**config.mk**
```make
export PLATFORM = sky130hd
export DESIGN_NAME = quad_core_matmul
export DESIGN_NICKNAME = d
export VERILOG_FILES = /design/src/rtl/quad_core_pkg.sv /design/src/rtl/matmul_core.sv /design/src/rtl/quad_core_matmul.sv
export SDC_FILE = /design/constraint.sdc
export NUM_CORES = 2
export LEC_CHECK = 0
export CAP_MARGIN = 20
export CORE_ASPECT_RATIO = 0.7
export CORE_MARGIN = 8
export CORE_UTILIZATION = 40
export CTS_BUF_LIST = sky130_fd_sc_hd__clkbuf_8
export CTS_CLUSTER_DIAMETER = 40
export CTS_CLUSTER_SIZE = 20
export DETAILED_ROUTE_END_ITERATION = 7
export PLACE_DENSITY_LB_ADDON = 0.12
export SYNTH_ARGS = -nofsm -noshare
export SYNTH_HDL_FRONTEND = slang
export SYNTH_SLANG_ARGS = --single-unit
```
**constraint.sdc**
```tcl
create_clock -name clk -period 41.4 [get_ports clk]
set_clock_uncertainty 0.1 [all_clocks]
set_input_delay 8.28 -clock clk [delete_from_list [all_inputs] [get_ports clk]]
set_output_delay 8.28 -clock clk [all_outputs]
set_load 0.01 [all_outputs]
```
**src/rtl/quad_core_pkg.sv**
```systemverilog
// Shared constants, core state encoding and operand generators for the quad-core 8x8 multiplier.
package quad_core_pkg;

    localparam int unsigned DATA_W        = 12;
    localparam int unsigned DIM           = 8;
    localparam int unsigned NUM_CORES     = 4;
    localparam int unsigned ROWS_PER_CORE = 2;
    localparam int unsigned MAC_CYCLES    = 8;
    localparam int unsigned BANK_DEPTH    = ROWS_PER_CORE * DIM;

    typedef enum logic [1:0] {
        IDLE,
        MAC,
        WRITE,
        DONE
    } core_state_e;

    // A[r][k] = 8r + k
    function automatic logic [DATA_W-1:0] op_a(input logic [2:0] r, input logic [2:0] k);
        return {6'd0, r, 3'd0} + {9'd0, k};
    endfunction

    // B[k][c] = k + c
    function automatic logic [DATA_W-1:0] op_b(input logic [2:0] k, input logic [2:0] c);
        return {9'd0, k} + {9'd0, c};
    endfunction

endpackage

```
**src/rtl/matmul_core.sv**
```systemverilog
// One compute core: produces two consecutive rows of C into a private 16-entry result bank.
module matmul_core
    import quad_core_pkg::*;
#(
    parameter int unsigned BASE_ROW = 0
) (
    input  logic              clk,
    input  logic              rst,
    input  logic [3:0]        rd_idx_i,
    output logic [DATA_W-1:0] rd_data_o,
    output logic              done_o
);

    core_state_e       state_q, state_d;
    logic [2:0]        k_q, k_d;
    logic [3:0]        elem_q, elem_d;
    logic [DATA_W-1:0] acc_q, acc_d;
    logic              done_q;
    logic [DATA_W-1:0] bank_q [BANK_DEPTH];
    logic              bank_we;
    logic [2:0]        row;
    logic [2:0]        col;
    logic [DATA_W-1:0] prod;

    always_comb begin
        state_d = state_q;
        k_d     = k_q;
        elem_d  = elem_q;
        acc_d   = acc_q;
        bank_we = 1'b0;
        // elem_q[3] picks the second owned row; low bits are the column
        row     = 3'(BASE_ROW) + {2'b00, elem_q[3]};
        col     = elem_q[2:0];
        prod    = op_a(row, k_q) * op_b(k_q, col);

        unique case (state_q)
            IDLE: begin
                state_d = MAC;
                k_d     = 3'd0;
                elem_d  = 4'd0;
                acc_d   = '0;
            end
            MAC: begin
                acc_d = acc_q + prod;
                k_d   = k_q + 3'd1;
                if (k_q == 3'(MAC_CYCLES - 1)) begin
                    state_d = WRITE;
                end
            end
            WRITE: begin
                bank_we = 1'b1;
                acc_d   = '0;
                k_d     = 3'd0;
                if (elem_q == 4'(BANK_DEPTH - 1)) begin
                    state_d = DONE;
                end else begin
                    elem_d  = elem_q + 4'd1;
                    state_d = MAC;
                end
            end
            DONE: begin
            end
            default: state_d = IDLE;
        endcase
    end

    always_ff @(posedge clk or posedge rst) begin
        if (rst) begin
            state_q <= IDLE;
            k_q     <= 3'd0;
            elem_q  <= 4'd0;
            acc_q   <= '0;
            done_q  <= 1'b0;
            for (int i = 0; i < int'(BANK_DEPTH); i++) begin
                bank_q[i] <= '0;
            end
        end else begin
            state_q <= state_d;
            k_q     <= k_d;
            elem_q  <= elem_d;
            acc_q   <= acc_d;
            done_q  <= (state_q == DONE);
            if (bank_we) begin
                bank_q[elem_q] <= acc_q;
            end
        end
    end

    assign rd_data_o = bank_q[rd_idx_i];
    assign done_o    = done_q;

endmodule

```
**src/rtl/quad_core_matmul.sv**
```systemverilog
// Top level: four parallel matmul cores plus a registered address/data result read port.
module quad_core_matmul
    import quad_core_pkg::*;
(
    input  logic              clk,
    input  logic              rst,
    input  logic [11:0]       addr_tb,
    output logic [DATA_W-1:0] result,
    output logic              end_process1,
    output logic              end_process2,
    output logic              end_process3,
    output logic              end_process4
);

    logic [DATA_W-1:0]    rd_data [NUM_CORES];
    logic [NUM_CORES-1:0] done;
    logic [DATA_W-1:0]    result_d, result_q;

    for (genvar g = 0; g < int'(NUM_CORES); g++) begin : g_core
        matmul_core #(
            .BASE_ROW(g * ROWS_PER_CORE)
        ) u_core (
            .clk      (clk),
            .rst      (rst),
            .rd_idx_i (addr_tb[3:0]),
            .rd_data_o(rd_data[g]),
            .done_o   (done[g])
        );
    end

    // Address = 8r + c, so bits [5:4] name the core and [3:0] its bank entry
    always_comb begin
        result_d = '0;
        if (addr_tb[11:6] == 6'd0) begin
            result_d = rd_data[addr_tb[5:4]];
        end
    end

    always_ff @(posedge clk or posedge rst) begin
        if (rst) begin
            result_q <= '0;
        end else begin
            result_q <= result_d;
        end
    end

    assign result       = result_q;
    assign end_process1 = done[0];
    assign end_process2 = done[1];
    assign end_process3 = done[2];
    assign end_process4 = done[3];

endmodule

```
==> results.json <==
{
  "run_status": "complete, no violations",
  "root_buffer": "clkbuf_8",
  "cpMostUsedCell": "buf_4",
  "post-route-drc-count": 0,
  "clock_latency_ps": 810,
  "finalNetCount": 3652,
  "die_width_um": 407,
  "maxUsedRoutingLayer": "met5",
  "yosysWarnings": 0,
  "yosysTopAreaCellShare_pct": 50.8,
  "dp.final_hpwl_um": 77500,
  "met1_length_um": 56600,
  "pre_cts_slack_ps": 28920,
  "post_synth_main_area_contributors": "dfrtp_1 51%, mux2_2 12%, mux4_2 10%",
  "vias_per_cell": 5.51,
  "timing.final.hold_violations": 0,
  "die-area_mm2": 0.118,
  "ctsHoldBuffers": 0,
  "routed_wl_met3_um": 7660,
  "n_fill_cell": 9638,
  "grt_pass1_vias": 28408,
  "cpLargestDelayFamily": "buffers and inverters",
  "setup-violations-final": 0,
  "postCtsResizedCells": 0,
  "avgRoutedWirePerCell_um": 23.6,
  "die_y_um": 290,
  "critical_path.slowest_cell": "buf_4",
  "vias": 27458,
  "layoutNonFillerInstCount": 4981,
  "globalRouteTotalUtil_pct": 20.1,
  "final_period_minus_worst_setup_slack_ps": 11460,
  "grt_pass1_wl_um": 180000,
  "leakagePower_nw": 21.5,
  "max-vdd-ir-drop_mv": 0.0207,
  "synth_top_cells_by_count": "868 x dfrtp_1, 492 x nand2_1, 437 x mux2_2",
  "tritoncts": "built",
  "synth.ff_latch_count": 868,
  "tritoncts.num_buffers": 116,
  "placedCellCount": 4751,
  "total_iterations_of_the_first_detailed_routing_run": 5,
  "place.port_buffers": 29,
  "worst_margin_slew_ps": 1120,
  "slew_violations": 0,
  "crit_path_max_incr_delay_ps": 890,
  "placed_cell_area_mm2": 0.0443,
  "synth_nets": 3685,
  "synth-seq-area-share_pct": 50.8,
  "avgSynthCellArea_um2": 12.3,
  "floorplan.core_area_mm2": 0.106,
  "synth_flop_cell": "dfrtp_1",
  "initialDrtViolationCount": 2122,
  "wl_um": 117000,
  "clk_path_buf_depth": 3,
  "antenna_found_initial": 13,
  "critical_path.cell_chain": "clkdlybuf4s50_1, inv_8, buf_4, buf_4, buf_4",
  "synthesis.instances": 3480,
  "layout.area.seq_mm2": 0.0217,
  "netlist-cell-type-count": 64,
  "cts.sinks": 868,
  "cell_taking_the_most_area_after_synthesis": "dfrtp_1",
  "power.density_cell_area_mw_per_mm2": 35.0,
  "final_weighted_congestion_in_routability_driven_placement": 0.773,
  "crit_path_max_fanout": 116,
  "postSynth.asyncResetShare_pct": 100,
  "effective_utilization_at_floorplan_pct": 40.3,
  "worst_slew_margin_rel_pct": 25.4,
  "setup.worst_path.start_class": "primary input",
  "io_pins": 30,
  "synth_most_common_cell": "dfrtp_1",
  "reg_clk_slew_reported_paths_ps": 80,
  "critical_path.n_buffers_inverters": 5,
  "grt_max_degree": 117,
  "finalInstanceArea_mm2": 0.0471,
  "fin_setup_tns_ps": 0,
  "post-route-worst-setup-slack_ps": 29940,
  "multiInputGateArea_mm2": 0.0195,
  "post-cts-setup-buffer-count": 0,
  "grt_overflow_total": 0,
  "area_overhead_of_the_layout_relative_to_synthesis_pct": 10.1,
  "synth.cell_area_mm2": 0.0428,
  "critPathCaptureType": "asynchronous set/reset pin",
  "final_layout_size_suffix_gt1_share_pct": 25.7,
  "dr_wl_met2_um": 50600,
  "fmax_ghz": 0.0873,
  "drv.max_cap_violation_count": 0,
  "synth_edf_count": 0,
  "final.period_utilization_pct": 27.7,
  "worstSetupPathType": "in -> async",
  "timing.critical_path.arrival_ps": 12150,
  "hold_path.class": "reg -> reg",
  "floorplan.rows": 100,
  "grt_setup_unrepaired": "no",
  "h-tree-depth": 3,
  "cp_data_required_time_ps": 42090,
  "final_antenna_net_count": 0,
  "postLayoutCoreUtil_pct": 44.3
}
[routing by layer]
| layer | vias up | global-route usage, % |
|---|---|---|
| met2 | 684 | 29.5 |
| met4 | 2 | 5.10 |
| met1 | 14352 | 30.0 |
| li1 | 12268 | - |
| met3 | 152 | 4.63 |
| met5 | - | 0 |
[power by group]
part           switching (mW)  internal [mW]  total, mW
clock                   0.379          0.364      0.743
sequential           0.000110          0.847      0.847
combinational          0.0399         0.0161     0.0561
[cell type report]
cell class / instances / area share, %
Timing Repair Buffer: 75 / 1.59
Sequential cell: 868 / 46.1
Antenna cell: 4 / 0.0212
Clock inverter: 96 / 2.07
Tap cell: 1428 / 3.79
Multi-Input combinational cell: 2206 / 41.3
Clock buffer: 124 / 3.62
Inverter: 180 / 1.45
[sequential cells by signal, summed over array words and instances, names as in the netlist]
signal and cells:
g_core.u_core.elem_q 16, g_core.u_core.k_q 12, result 12, g_core.u_core.acc_q 48, g_core.u_core.done_o 4, g_core.u_core.bank_q 768, g_core.u_core.state_q 8
[worst reg2reg max path: stages, from the launching register on]
cell,delay [ps]
dfrtp_1,790
ha_1,370
xnor2_1,400
nand2_1,140
fa_1,540
fa_1,430
fa_1,490
inv_1,40
ha_1,300
nor2b_1,200
o21ai_0,150
a21boi_0,470
o21ai_0,220
a2bb2oi_1,180
o31ai_1,250
[through the flow]
stage | hold slack [ps] | power (mW)
floorplan | 342 | 0.904
global placement | 352 | 0.920
detailed placement | 362 | 0.921
CTS | 379 | 1.67
global route | 399 | 1.71
finish | 377 | 1.65
[placed cells by master, fill, tap and decap left out, types with 35 or more instances in the layout]
cell type | Yosys | layout
mux2_2 | 437 | 437
o21ai_0 | 401 | 401
nand2_1 | 492 | 492
mux4_2 | 194 | 194
mux2i_1 | 35 | 35
fa_1 | 52 | 52
ha_1 | 139 | 139
a21oi_1 | 55 | 55
buf_4 | 14 | 38
nand3_1 | 38 | 38
dfrtp_1 | 868 | 868
inv_1 | 180 | 186
nor2_1 | 53 | 53
clkbuf_8 | 0 | 124
[path summary, 6_finish.rpt]
| check | from | endpoint | slack, ps | cells past startpoint |
|---|---|---|---|---|
| max in group clk | addr_tb[1] | result[2] | 30480 | 7 |
| worst min-delay path | g_core[1].u_core.bank_q[122] | g_core[1].u_core.bank_q[122] | 380 | 2 |
| worst max register to register | g_core[2].u_core.elem_q[2] | g_core[2].u_core.acc_q[11] | 36270 | 14 |
| worst min register to register | g_core[1].u_core.bank_q[122] | g_core[1].u_core.bank_q[122] | 380 | 2 |
| worst max-delay path | rst | g_core[0].u_core.bank_q[94] | 29940 | 5 |
| min in group asynchronous | rst | g_core[3].u_core.bank_q[169] | 7960 | 2 |
[cell families (layout without fill, tap and decap cells)]
kind of cell	Yosys count	in the layout	share of synthesized area (%)
buf+inv	406	475	3.95
xor+xnor	26	26	0.532
fa+ha+maj	191	191	6.50
compound gates	580	580	7.71
mux	676	676	23.1
simple gates	733	733	7.39
flops	868	868	50.8
other cells	0	4	0
(Power assumes the default switching activity.)
